===== config.mk =====
export PLATFORM = sky130hd
export DESIGN_NAME = prog_seq_generator
export DESIGN_NICKNAME = d
export VERILOG_FILES = /design/src/rtl/seq_gen_pkg.sv /design/src/rtl/seq_table.sv /design/src/rtl/prog_seq_generator.sv
export SDC_FILE = /design/constraint.sdc
export NUM_CORES = 1
export LEC_CHECK = 0
export ABC_AREA = 1
export BUFFER_PORTS_ARGS = -buffer_cell sky130_fd_sc_hd__buf_2
export CELL_PAD_IN_SITES_DETAIL_PLACEMENT = 1
export CELL_PAD_IN_SITES_GLOBAL_PLACEMENT = 1
export CORE_MARGIN = 1
export CORE_UTILIZATION = 45
export CTS_CLUSTER_SIZE = 28
export DETAILED_ROUTE_END_ITERATION = 16
export PLACE_DENSITY_LB_ADDON = 0.1
export SYNTH_ARGS = -nofsm -noshare
export SYNTH_HDL_FRONTEND = slang
export SYNTH_SLANG_ARGS = --single-unit

===== constraint.sdc =====
create_clock -name clk -period 2.75 [get_ports clk]
set_input_delay 0.4125 -clock clk [delete_from_list [all_inputs] [get_ports clk]]
set_output_delay 0.4125 -clock clk [all_outputs]
set_load 0.02 [all_outputs]

===== src/rtl/seq_gen_pkg.sv =====
// Shared constants and helpers for the programmable sequence generator.
// LEGACY_SEQ packs the legacy 7,4,1,6,2,5 sequence. Entry i sits at [i*3 +: 3],
// so the first value played (7) is in the low bits.
package seq_gen_pkg;

    localparam int unsigned LEGACY_LEN = 6;

    localparam logic [17:0] LEGACY_SEQ = {3'd5, 3'd2, 3'd6, 3'd1, 3'd4, 3'd7};

    // Forces a requested active length into the legal range 1..depth.
    function automatic int unsigned clamp_len(input int unsigned len_in,
                                              input int unsigned depth);
        if (len_in == 0) begin
            return 1;
        end else if (len_in > depth) begin
            return depth;
        end else begin
            return len_in;
        end
    endfunction

endpackage


===== src/rtl/seq_table.sv =====
// Sequence value table: a DEPTH x WIDTH register file.
// Writes are synchronous. Reads are asynchronous. Reset reloads DEFAULT_SEQ.
// Ports:
//   clk      clock
//   rst      synchronous active-high reset; reloads every entry
//   wr_en    write strobe
//   wr_addr  write address; addresses >= DEPTH are dropped
//   wr_data  write data
//   rd_addr  read address
//   rd_data  combinational read data
module seq_table #(
    parameter int unsigned            WIDTH       = 3,
    parameter int unsigned            DEPTH       = 8,
    parameter logic [DEPTH*WIDTH-1:0] DEFAULT_SEQ = '0,
    localparam int unsigned           AW          = $clog2(DEPTH)
) (
    input  logic             clk,
    input  logic             rst,
    input  logic             wr_en,
    input  logic [AW-1:0]    wr_addr,
    input  logic [WIDTH-1:0] wr_data,
    input  logic [AW-1:0]    rd_addr,
    output logic [WIDTH-1:0] rd_data
);

    logic [WIDTH-1:0] mem [DEPTH];

    always_ff @(posedge clk) begin
        if (rst) begin
            for (int unsigned i = 0; i < DEPTH; i++) begin
                mem[i] <= DEFAULT_SEQ[i*WIDTH +: WIDTH];
            end
        end else if (wr_en && (32'(wr_addr) < DEPTH)) begin
            // The range guard matters only when DEPTH is not a power of two.
            mem[wr_addr] <= wr_data;
        end
    end

    assign rd_data = mem[rd_addr];

endmodule


===== src/rtl/prog_seq_generator.sv =====
// Programmable sequence generator.
// Plays back up to DEPTH table entries, forward or reverse.
// Runs cyclic or one-shot over a run-time active length.
// Reset defaults reproduce the legacy 7,4,1,6,2,5 generator.
// Ports:
//   clk       clock
//   rst       synchronous active-high reset
//   en        advance one step per cycle
//   rev       0 = forward, 1 = reverse
//   one_shot  0 = cyclic, 1 = stop at sequence end
//   restart   idx <- 0, done <- 0
//   wr_en     table write strobe
//   wr_addr   table write address
//   wr_data   table write data
//   len_wr    load a new active length (clamped to 1..DEPTH)
//   len_in    requested length
//   qout      table[idx], combinational
//   idx       current index, registered
//   at_end    current index is the last one in the present direction
//   wrap      one-cycle pulse the cycle after the index wraps
//   done      one-shot run finished
module prog_seq_generator
    import seq_gen_pkg::*;
#(
    parameter int unsigned            WIDTH       = 3,
    parameter int unsigned            DEPTH       = 8,
    parameter int unsigned            DEFAULT_LEN = LEGACY_LEN,
    parameter logic [DEPTH*WIDTH-1:0] DEFAULT_SEQ = (DEPTH*WIDTH)'(LEGACY_SEQ),
    localparam int unsigned           AW          = $clog2(DEPTH)
) (
    input  logic             clk,
    input  logic             rst,
    input  logic             en,
    input  logic             rev,
    input  logic             one_shot,
    input  logic             restart,
    input  logic             wr_en,
    input  logic [AW-1:0]    wr_addr,
    input  logic [WIDTH-1:0] wr_data,
    input  logic             len_wr,
    input  logic [AW:0]      len_in,
    output logic [WIDTH-1:0] qout,
    output logic [AW-1:0]    idx,
    output logic             at_end,
    output logic             wrap,
    output logic             done
);

    logic [AW-1:0] idx_q, idx_d;
    logic [AW:0]   len_q, len_d;
    logic          done_q, done_d;
    logic          wrap_q, wrap_d;
    logic [AW:0]   last_idx;

    seq_table #(
        .WIDTH       (WIDTH),
        .DEPTH       (DEPTH),
        .DEFAULT_SEQ (DEFAULT_SEQ)
    ) u_table (
        .clk     (clk),
        .rst     (rst),
        .wr_en   (wr_en),
        .wr_addr (wr_addr),
        .wr_data (wr_data),
        .rd_addr (idx_q),
        .rd_data (qout)
    );

    // len_q is never 0, so last_idx always fits in AW bits.
    assign last_idx = len_q - (AW+1)'(1);
    assign at_end   = (!rev && ({1'b0, idx_q} == last_idx)) || (rev && (idx_q == '0));

    always_comb begin
        idx_d  = idx_q;
        len_d  = len_q;
        done_d = done_q;
        wrap_d = 1'b0;
        if (len_wr) begin
            len_d  = (AW+1)'(clamp_len(32'(len_in), DEPTH));
            idx_d  = '0;
            done_d = 1'b0;
        end else if (restart) begin
            idx_d  = '0;
            done_d = 1'b0;
        end else if (en && !done_q) begin
            if (!at_end) begin
                idx_d = rev ? idx_q - AW'(1) : idx_q + AW'(1);
            end else if (!one_shot) begin
                idx_d  = rev ? AW'(last_idx) : '0;
                wrap_d = 1'b1;
            end else begin
                done_d = 1'b1;
            end
        end
    end

    always_ff @(posedge clk) begin
        if (rst) begin
            idx_q  <= '0;
            len_q  <= (AW+1)'(DEFAULT_LEN);
            done_q <= 1'b0;
            wrap_q <= 1'b0;
        end else begin
            idx_q  <= idx_d;
            len_q  <= len_d;
            done_q <= done_d;
            wrap_q <= wrap_d;
        end
    end

    assign idx  = idx_q;
    assign wrap = wrap_q;
    assign done = done_q;

endmodule


==> out/metrics.cfg, run 1 <==
[run_status]
status = completed

[timing]
max_freq_mhz = 459.1
skew_ns = 0.0008336
worst_pin_slew_ns = 0.5340
slew_violations = 0
setup_slack_ns = 0.5721
hold_viol_final = 0
setup_violations = 0
rsz0062_at_grt = no
max_slew_margin = 0.6403
tns_ns = 0
period_share = 0.7920
fin_crit_ns = 2.178

[finish]
nFillCells = 485
layout-drive-gt1-share = 0.1693
nNetsFinal = 273
antennaDiodeCount = 0
multi_input_area_sq_um = 699.4
area_growth_syn_to_layout_pct = 15.01
ff_latch_area_sq_um = 960.9

[critical_path]
r2r-start = len_q[0]$_SDFFE_PP0P_
reg2reg_depth = 13
cp.arrival_ns = 1.77
cp-end-kind = output pin
cp-endpoint = at_end
timing.rr.end = idx[0]$_SDFFE_PP0P_
critPathLaunchType = flip-flop
worstSetupStartpoint = len_q[0]$_SDFFE_PP0P_
required_ns = 2.34
regToRegSetupSlack_ns = 1.01
path_max_fanout = 5
criticalPathCategory = reg -> out

[clock_tree]
cts_htree_levels = 2
ctsHoldBuffers = 0
clock_path_buffers = 2
tritoncts_num_sinks = 36
cts_resized = 0
root_buffer = clkbuf_8
clkLatencyLatePin_ns = 0.28
path_clk_slew_ns = 0.06
cts_tree = built
cts_setup_buffers = 0
numCtsBuffers = 5

[placed_design]
dp_hpwl_mm = 3.442
gp_congestion = 0.8147
dp_slack_ns = 0.8750
io_buffer_count = 26

[drt]
routedWlPerCell_microns = 14.23
drc = 0
first_pass_iters = 4
vias = 1509
via_per_inst = 4.997
drt_wl_total_mm = 4.296
ant_nets = 0
dr.first_iter.drc_count = 61

[logic_synthesis]
ys_seq_area_frac = 0.5311
ys_types = 27
syn_inst = 221
syn_area_per_cell_sq_um = 8.187
syn_nets = 241
syn-cell-area_sq_um = 1809
ys_warn_count = 0
ys_ff_latch = 36

[floorplan]
dieArea_sq_um = 4278
core-area_sq_um = 3771
ios = 27
die_height_microns = 65.41
fp.dieW_microns = 65.41
start_util = 0.4798
rows = 22

[pwr]
power.leakage_nw = 0.9217
p_per_area_nw_per_um2 = 537.8
peakVddDrop_uv = 358.0

[grt]
track_usage = 0.2386
grt_max_degree = 13
grt_pass1_vias = 1606
grt_pass1_wl_mm = 7.458
antenna_found_initial = 0
overflow = 0

[run]
cap_viol_max_count = 0

[hold_path]
hold_path_class = in -> reg

-- synthesized netlist by cell type (all sizes together) --
| library cell | count | area [sq um] |
|---|---|---|
| nor2 | 58 | 220.2 |
| nand2 | 45 | 196.4 |
| inv | 36 | 135.1 |
| edfxtp | 24 | 720.7 |
| o21ai | 15 | 75.07 |
| dfxtp | 12 | 240.2 |
| nand3 | 8 | 50.05 |
| a31oi | 3 | 18.77 |
| o22ai | 3 | 18.77 |
| a21oi | 2 | 10.01 |
| buf | 2 | 10.01 |
| nand4 | 2 | 12.51 |
| o221ai | 2 | 17.52 |
| a211oi | 1 | 7.510 |
| clkbuf | 1 | 3.750 |
| fa | 1 | 20.02 |
| ha | 1 | 12.51 |
| nor4 | 1 | 6.260 |
| o21bai | 1 | 7.510 |
| o32ai | 1 | 8.760 |
| xnor2 | 1 | 8.760 |
| xor2 | 1 | 8.760 |
-- layer usage --
layer	vias up	routed length [microns]	GRT usage
met1	700	2070	0.2964
met2	35	2034	0.4111
met3	4	140	0.05208
li1	770	-	-
met5	-	0	0
met4	0	51	0.07337
-- how the worst min path moves through the flow --
stage / cells past startpoint / from / slack, ns / to
2_1_floorplan: 2 / len_q[3]$_SDFFE_PP0P_ / 0.45 / len_q[3]$_SDFFE_PP0P_
3_3_place_gp: 2 / done$_SDFFE_PP0P_ / 0.46 / done$_SDFFE_PP0P_
3_5_place_dp: 2 / done$_SDFFE_PP0P_ / 0.48 / done$_SDFFE_PP0P_
4_1_cts: 2 / rst / 0.32 / len_q[3]$_SDFFE_PP0P_
5_1_grt: 2 / rst / 0.33 / len_q[3]$_SDFFE_PP0P_
6_report: 2 / rst / 0.33 / len_q[3]$_SDFFE_PP0P_
-- placed cells by master (no fill, tap or decap), types with 5 or more instances in the layout --
master / instances
nor2_1: 57
nand2_1: 40
inv_1: 34
buf_2: 26
edfxtp_1: 24
o21ai_0: 15
dfxtp_1: 12
nand3_1: 6
clkbuf_8: 5
-- stage by stage --
stage,utilization,hold WS [ns],cells,power (mW),area (sq um)
after global placement,0.5305,0.4597,294,0.7737,2001
after CTS,0.5518,0.3229,302,1.126,2081
after global routing,0.5518,0.3312,302,1.168,2081
after detailed placement,0.5305,0.4780,294,0.7796,2001
final,0.5518,0.3252,302,1.119,2081
after floorplan,-,0.4486,221,0.7244,1809
-- sequential cells by signal, summed over array words and instances (netlist names), named ones only --
register,flops
len_q,4
wrap,1
idx,3
done,1
u_table.mem,24
-- critical path, cell delays in order (launching register included) --
cell and delay (ns):
dfxtp_1 0.36, inv_2 0.08, ha_1 0.33, inv_1 0.05, nand2_1 0.06, nand2_1 0.05, nor2_2 0.11, nand3_2 0.14
nand2_4 0.12, buf_2 0.18
-- logic make-up after synthesis --
kind of cell               after synthesis  share of synthesized area
adders and majority gates                2                    0.01798
and+or+nand+nor                        114                     0.2683
buffers and inverters                   39                    0.08229
DFF                                     36                     0.5311
xor gates and xnor gates                 2                   0.009684
AOI/OAI and AO/OA                       28                    0.09060
-- power breakdown --
part | internal, mW | total, mW | switching (mW)
sequential | 0.606 | 0.618 | 0.0124
clock | 0.176 | 0.351 | 0.175
combinational | 0.0499 | 0.149 | 0.0995
total | 0.832 | 1.12 | 0.287
-- cell type report --
cell class | instances | area share
clock buffer | 7 | 0.03668
tap | 48 | 0.02886
sequential | 36 | 0.4618
timing repair buffer | 28 | 0.06975
clock inverter | 1 | 0.001804
multi-input combinational | 146 | 0.3361
inverter | 36 | 0.06494
Power figures use the tool's default switching activity.
==> run 2: changes to the inputs <==
CORE_UTILIZATION = 41   (was 45)
clock period = 2.2 ns   (was 2.75 ns; I/O delays follow)
==> run 2 against run 1 <==
Compared with the run above:
- largest cell class unchanged
- sequential power grew 26%
- global-route usage shrank 3.2 points
- via count shrank 2.7%
- setup slack lost 0.44 ns
- non-clock buffer count is the same
- routed wire length shrank 3.4%
- critical endpoint unchanged
- sequential cell count is the same
- sequential share of layout area shrank 0.55 points
- critical path depth is the same
- clock skew is essentially flat
- worst hold slack lost 0.085 ns
==> out/metrics.cfg, run 2 (same netlist as run 1, synthesis figures left out) <==
[finish]
fin_util = 0.5117
stdcell_area_sq_um = 2106
largest_reg_flops = 24
layout_common_cells = nor2_1, nand2_1, inv_1
regMostFlops = u_table.mem
layout-drive-gt1-share = 0.1772
nFillCells = 542
final_common_cell = nor2_1
fin_cells = 304
nNetsFinal = 273
area_growth_syn_to_layout_pct = 16.39
ff_latch_area_sq_um = 960.9
multi_input_area_sq_um = 711.9
antennaDiodeCount = 0

[pwr]
netSwitchingFraction = 0.2486
finalPower_mw = 1.435
combPwrFrac = 0.130
p_seq_frac = 0.541
pwr-share-clk = 0.330
peakVddDrop_uv = 308.8
power.leakage_nw = 0.9279
p_sw_mw = 0.3568
p_int_mw = 1.078
p_per_area_nw_per_um2 = 681.4

[drt]
ant_nets = 0
via_per_inst = 4.829
drc = 0
drt_wl_total_mm = 4.148
vias = 1468
dr.first_iter.drc_count = 99
first_pass_iters = 4
routedWlPerCell_microns = 13.64

[timing]
setup_violations = 0
max_slew_margin = 0.7313
hold_slack_ns = 0.2398
worst_pin_slew_ns = 0.3988
rsz0062_at_grt = no
period_share = 0.9387
setup_slack_ns = 0.1349
max_freq_mhz = 484.2
slew_violations = 0
fin_crit_ns = 2.065
tns_ns = 0
skew_ns = 0.001124
hold_viol_final = 0

[floorplan]
core-area_sq_um = 4115
dieArea_sq_um = 4683
start_util = 0.4396
fp.dieW_microns = 68.43
ios = 27
die_height_microns = 68.43
rows = 23

[grt]
track_usage = 0.2068
grt_pass1_vias = 1422
grt_pass1_wl_mm = 6.713
antenna_found_initial = 0
grt_max_degree = 14
overflow = 0

[placed_design]
dpl.cell_count = 296
gp_congestion = 0.7487
io_buffer_count = 26
dp_hpwl_mm = 3.416
dpl-instance-area_sq_um = 2003
dp_slack_ns = 0.3793

[clock_tree]
clock_path_buffers = 2
tritoncts_num_sinks = 36
cts_htree_levels = 2
numCtsBuffers = 5
cts_tree = built
path_clk_slew_ns = 0.06
root_buffer = clkbuf_8
clkLatencyLatePin_ns = 0.28

[hold_path]
holdPathStages = 2
worstHoldStart = rst
hold_path_class = in -> reg
hold_end = len_q[3]$_SDFFE_PP0P_

[critical_path]
required_ns = 1.87
reg2reg_depth = 13
cp-end-kind = output pin
cp.arrival_ns = 1.74
regToRegSetupSlack_ns = 0.50
path_max_fanout = 5
r2r-start = len_q[0]$_SDFFE_PP0P_
critPathLaunchType = flip-flop
criticalPathCategory = reg -> out

[run_status]
status = completed

[run]
cap_viol_max_count = 0

## run 2: cell types whose count changed in the layout (fill, tap and decap cells not counted), sizes merged
cell    change
clkbuf      +1
clkinv      -1
## run 2: power by group through the flow
| stage | registers (mW) | logic (mW) | clock network [mW] |
|---|---|---|---|
| global placement | 0.790 | 0.179 | 0 |
| global route | 0.779 | 0.213 | 0.524 |
| floorplan | 0.783 | 0.122 | 0 |
| CTS | 0.776 | 0.185 | 0.491 |
| detailed placement | 0.791 | 0.185 | 0 |
| finish | 0.776 | 0.186 | 0.473 |
## run 2: cell type report
type                    count  share of cell area
multi-input cells         146              0.3381
inverters                  36             0.06417
flip-flops and latches     36              0.4563
clock buffers               8             0.04278
repair buffers             28             0.06892
well taps                  50             0.02971
## run 2: critical path, cell delays in order (launching register included)
cell and delay [ns]:
dfxtp_1 0.37, inv_2 0.09, ha_4 0.28, inv_1 0.04
nand2_1 0.05, nand2_1 0.06, nor2_2 0.12, nand3_2 0.13
nand2_4 0.12, buf_2 0.18
## run 2: timing repair
item                       4_1_cts  5_1_grt
setup endpoints to repair        0        1
setup buffers                    0        0
hold buffers                     0        0
resized for setup                0        1
## run 2: worst max path at each step
stage,start,endpoint,slack (ns),depth (start not counted)
5_1_grt,len_q[0]$_SDFFE_PP0P_,at_end,0.005,10
4_1_cts,len_q[0]$_SDFFE_PP0P_,at_end,0.06,9
6_report,len_q[0]$_SDFFE_PP0P_,at_end,0.13,9
2_1_floorplan,idx[0]$_SDFFE_PP0P_,flip-flop,0.53,8
3_3_place_gp,len_q[0]$_SDFFE_PP0P_,at_end,0.42,9
3_5_place_dp,len_q[0]$_SDFFE_PP0P_,at_end,0.38,10
## run 2: layer usage
metal	global-route usage	up-vias	part of all wire
met2	0.3211	33	0.46
met5	0	-	0
met1	0.2797	666	0.49
met4	0.06250	0	0.0046
li1	-	767	-
met3	0.05500	2	0.041
==> run 3: changes to the inputs <==
CELL_PAD_IN_SITES_DETAIL_PLACEMENT = unset   (was 1)
CELL_PAD_IN_SITES_GLOBAL_PLACEMENT = unset   (was 1)
CORE_UTILIZATION = 56   (was 41)
PLACE_DENSITY = 0.79   (was unset)
PLACE_DENSITY_LB_ADDON = unset   (was 0.1)
==> run 3 against run 2 <==
Compared with the run above:
- cell count down 2.0%
- via count down 0.75%
- power down 2.1%
- design area down 1.2%
- clock power down 4%
- global-route usage up 1.9 points
- routed wire length down 19%
- critical path type unchanged
- largest power group unchanged
==> out/metrics.cfg, run 3 (same netlist as run 1, synthesis figures left out) <==
[timing]
skew_ns = 0.008966
hold_viol_final = 0
max_freq_mhz = 489.2
tns_ns = 0
max_slew_margin = 0.7316
setup_slack_ns = 0.1559
period_share = 0.9292
fin_crit_ns = 2.044
setup_violations = 0
worst_pin_slew_ns = 0.3983
rsz0062_at_grt = no
slew_violations = 0

[clock_tree]
root_buffer = clkbuf_4
cts_tree = built
clkLatencyLatePin_ns = 0.34
cts_htree_levels = 2
numCtsBuffers = 5
cts_setup_buffers = 0
clock_path_buffers = 2
cts_resized = 0
tritoncts_num_sinks = 36
path_clk_slew_ns = 0.10
ctsHoldBuffers = 0

[drt]
via_per_inst = 4.889
first_pass_iters = 4
vias = 1457
ant_nets = 0
drc = 0
drt_wl_total_mm = 3.343
routedWlPerCell_microns = 11.22
dr.first_iter.drc_count = 59

[pwr]
combPwrFrac = 0.127
peakVddDrop_uv = 413.0
p_seq_frac = 0.549
power.leakage_nw = 0.9242
netSwitchingFraction = 0.2476
finalPower_mw = 1.404
p_int_mw = 1.057
p_sw_mw = 0.3478
pwr-share-clk = 0.324
p_per_area_nw_per_um2 = 675.4

[critical_path]
required_ns = 1.87
path_max_fanout = 5
cp.arrival_ns = 1.71
critPathLaunchType = flip-flop
reg2reg_depth = 13
cp-end-kind = output pin
criticalPathCategory = reg -> out

[grt]
track_usage = 0.2262
antenna_found_initial = 0
grt_max_degree = 13
grt_pass1_wl_mm = 5.671
overflow = 0
grt_pass1_vias = 1343

[finish]
largest_reg_flops = 24
fin_cells = 298
nFillCells = 274
stdcell_area_sq_um = 2079
antennaDiodeCount = 0
final_common_cell = nor2_1
regMostFlops = u_table.mem
area_growth_syn_to_layout_pct = 14.94
layout-drive-gt1-share = 0.1850
layout_common_cells = nor2_1, nand2_1, inv_1
ff_latch_area_sq_um = 962.2
nNetsFinal = 273
multi_input_area_sq_um = 699.4

[run]
cap_viol_max_count = 0

[placed_design]
dpl-instance-area_sq_um = 1996
dpl.cell_count = 290
dp_slack_ns = 0.4680
gp_congestion = 0.9057
io_buffer_count = 26
dp_hpwl_mm = 2.576

[floorplan]
ios = 27
dieArea_sq_um = 3462
start_util = 0.5926
core-area_sq_um = 3053
rows = 20
fp.dieW_microns = 58.84
die_height_microns = 58.84

[hold_path]
hold_path_class = in -> reg
holdPathStages = 2

[run_status]
status = completed

run 3: power by group through the flow:
stage | Sequential, mW | Combinational, mW | Clock [mW]
after CTS | 0.771 | 0.178 | 0.461
after detailed placement | 0.787 | 0.177 | 0
after global routing | 0.775 | 0.202 | 0.483
after floorplan | 0.783 | 0.122 | 0
after global placement | 0.786 | 0.174 | 0
final | 0.771 | 0.178 | 0.455
run 3: metal layers:
layer,GRT usage,wire [microns],vias to the layer above
met5,0,0,-
met1,0.3040,1609,636
li1,-,-,774
met2,0.3539,1513,43
met4,0.09184,41,0
met3,0.05275,178,4
run 3: worst paths after layout:
kind                              start                     to  slack, ns
setup / recovery  len_q[0]$_SDFFE_PP0P_                 at_end       0.16
hold / removal                      rst  len_q[3]$_SDFFE_PP0P_       0.18
setup reg to reg  len_q[0]$_SDFFE_PP0P_    idx[0]$_SDFFE_PP0P_       0.55
hold reg to reg   len_q[3]$_SDFFE_PP0P_  len_q[3]$_SDFFE_PP0P_       0.49
run 3: final cells by class:
cell class | instances | share of cell area
multi-input cells | 146 | 0.3363
flip-flops and latches | 36 | 0.4627
repair buffers | 28 | 0.07100
well taps | 44 | 0.02647
clock buffers | 5 | 0.01805
clock inverters | 3 | 0.02046
inverters | 36 | 0.06498
run 3: per-stage QoR:
step	hold slack [ns]	util
finish	0.1824	0.6811
global route	0.1757	0.6811
CTS	0.1680	0.6799
detailed placement	0.4635	0.6537
global placement	0.4582	0.6537
floorplan	0.4058	-
run 3: critical path: stages (launching register included):
cell and delay (ns):
dfxtp_2 0.35, inv_2 0.06, ha_1 0.31, inv_1 0.04, nand2_1 0.05, nand2_1 0.05
nor2_2 0.11, nand3_2 0.13, nand2_4 0.11, buf_4 0.16
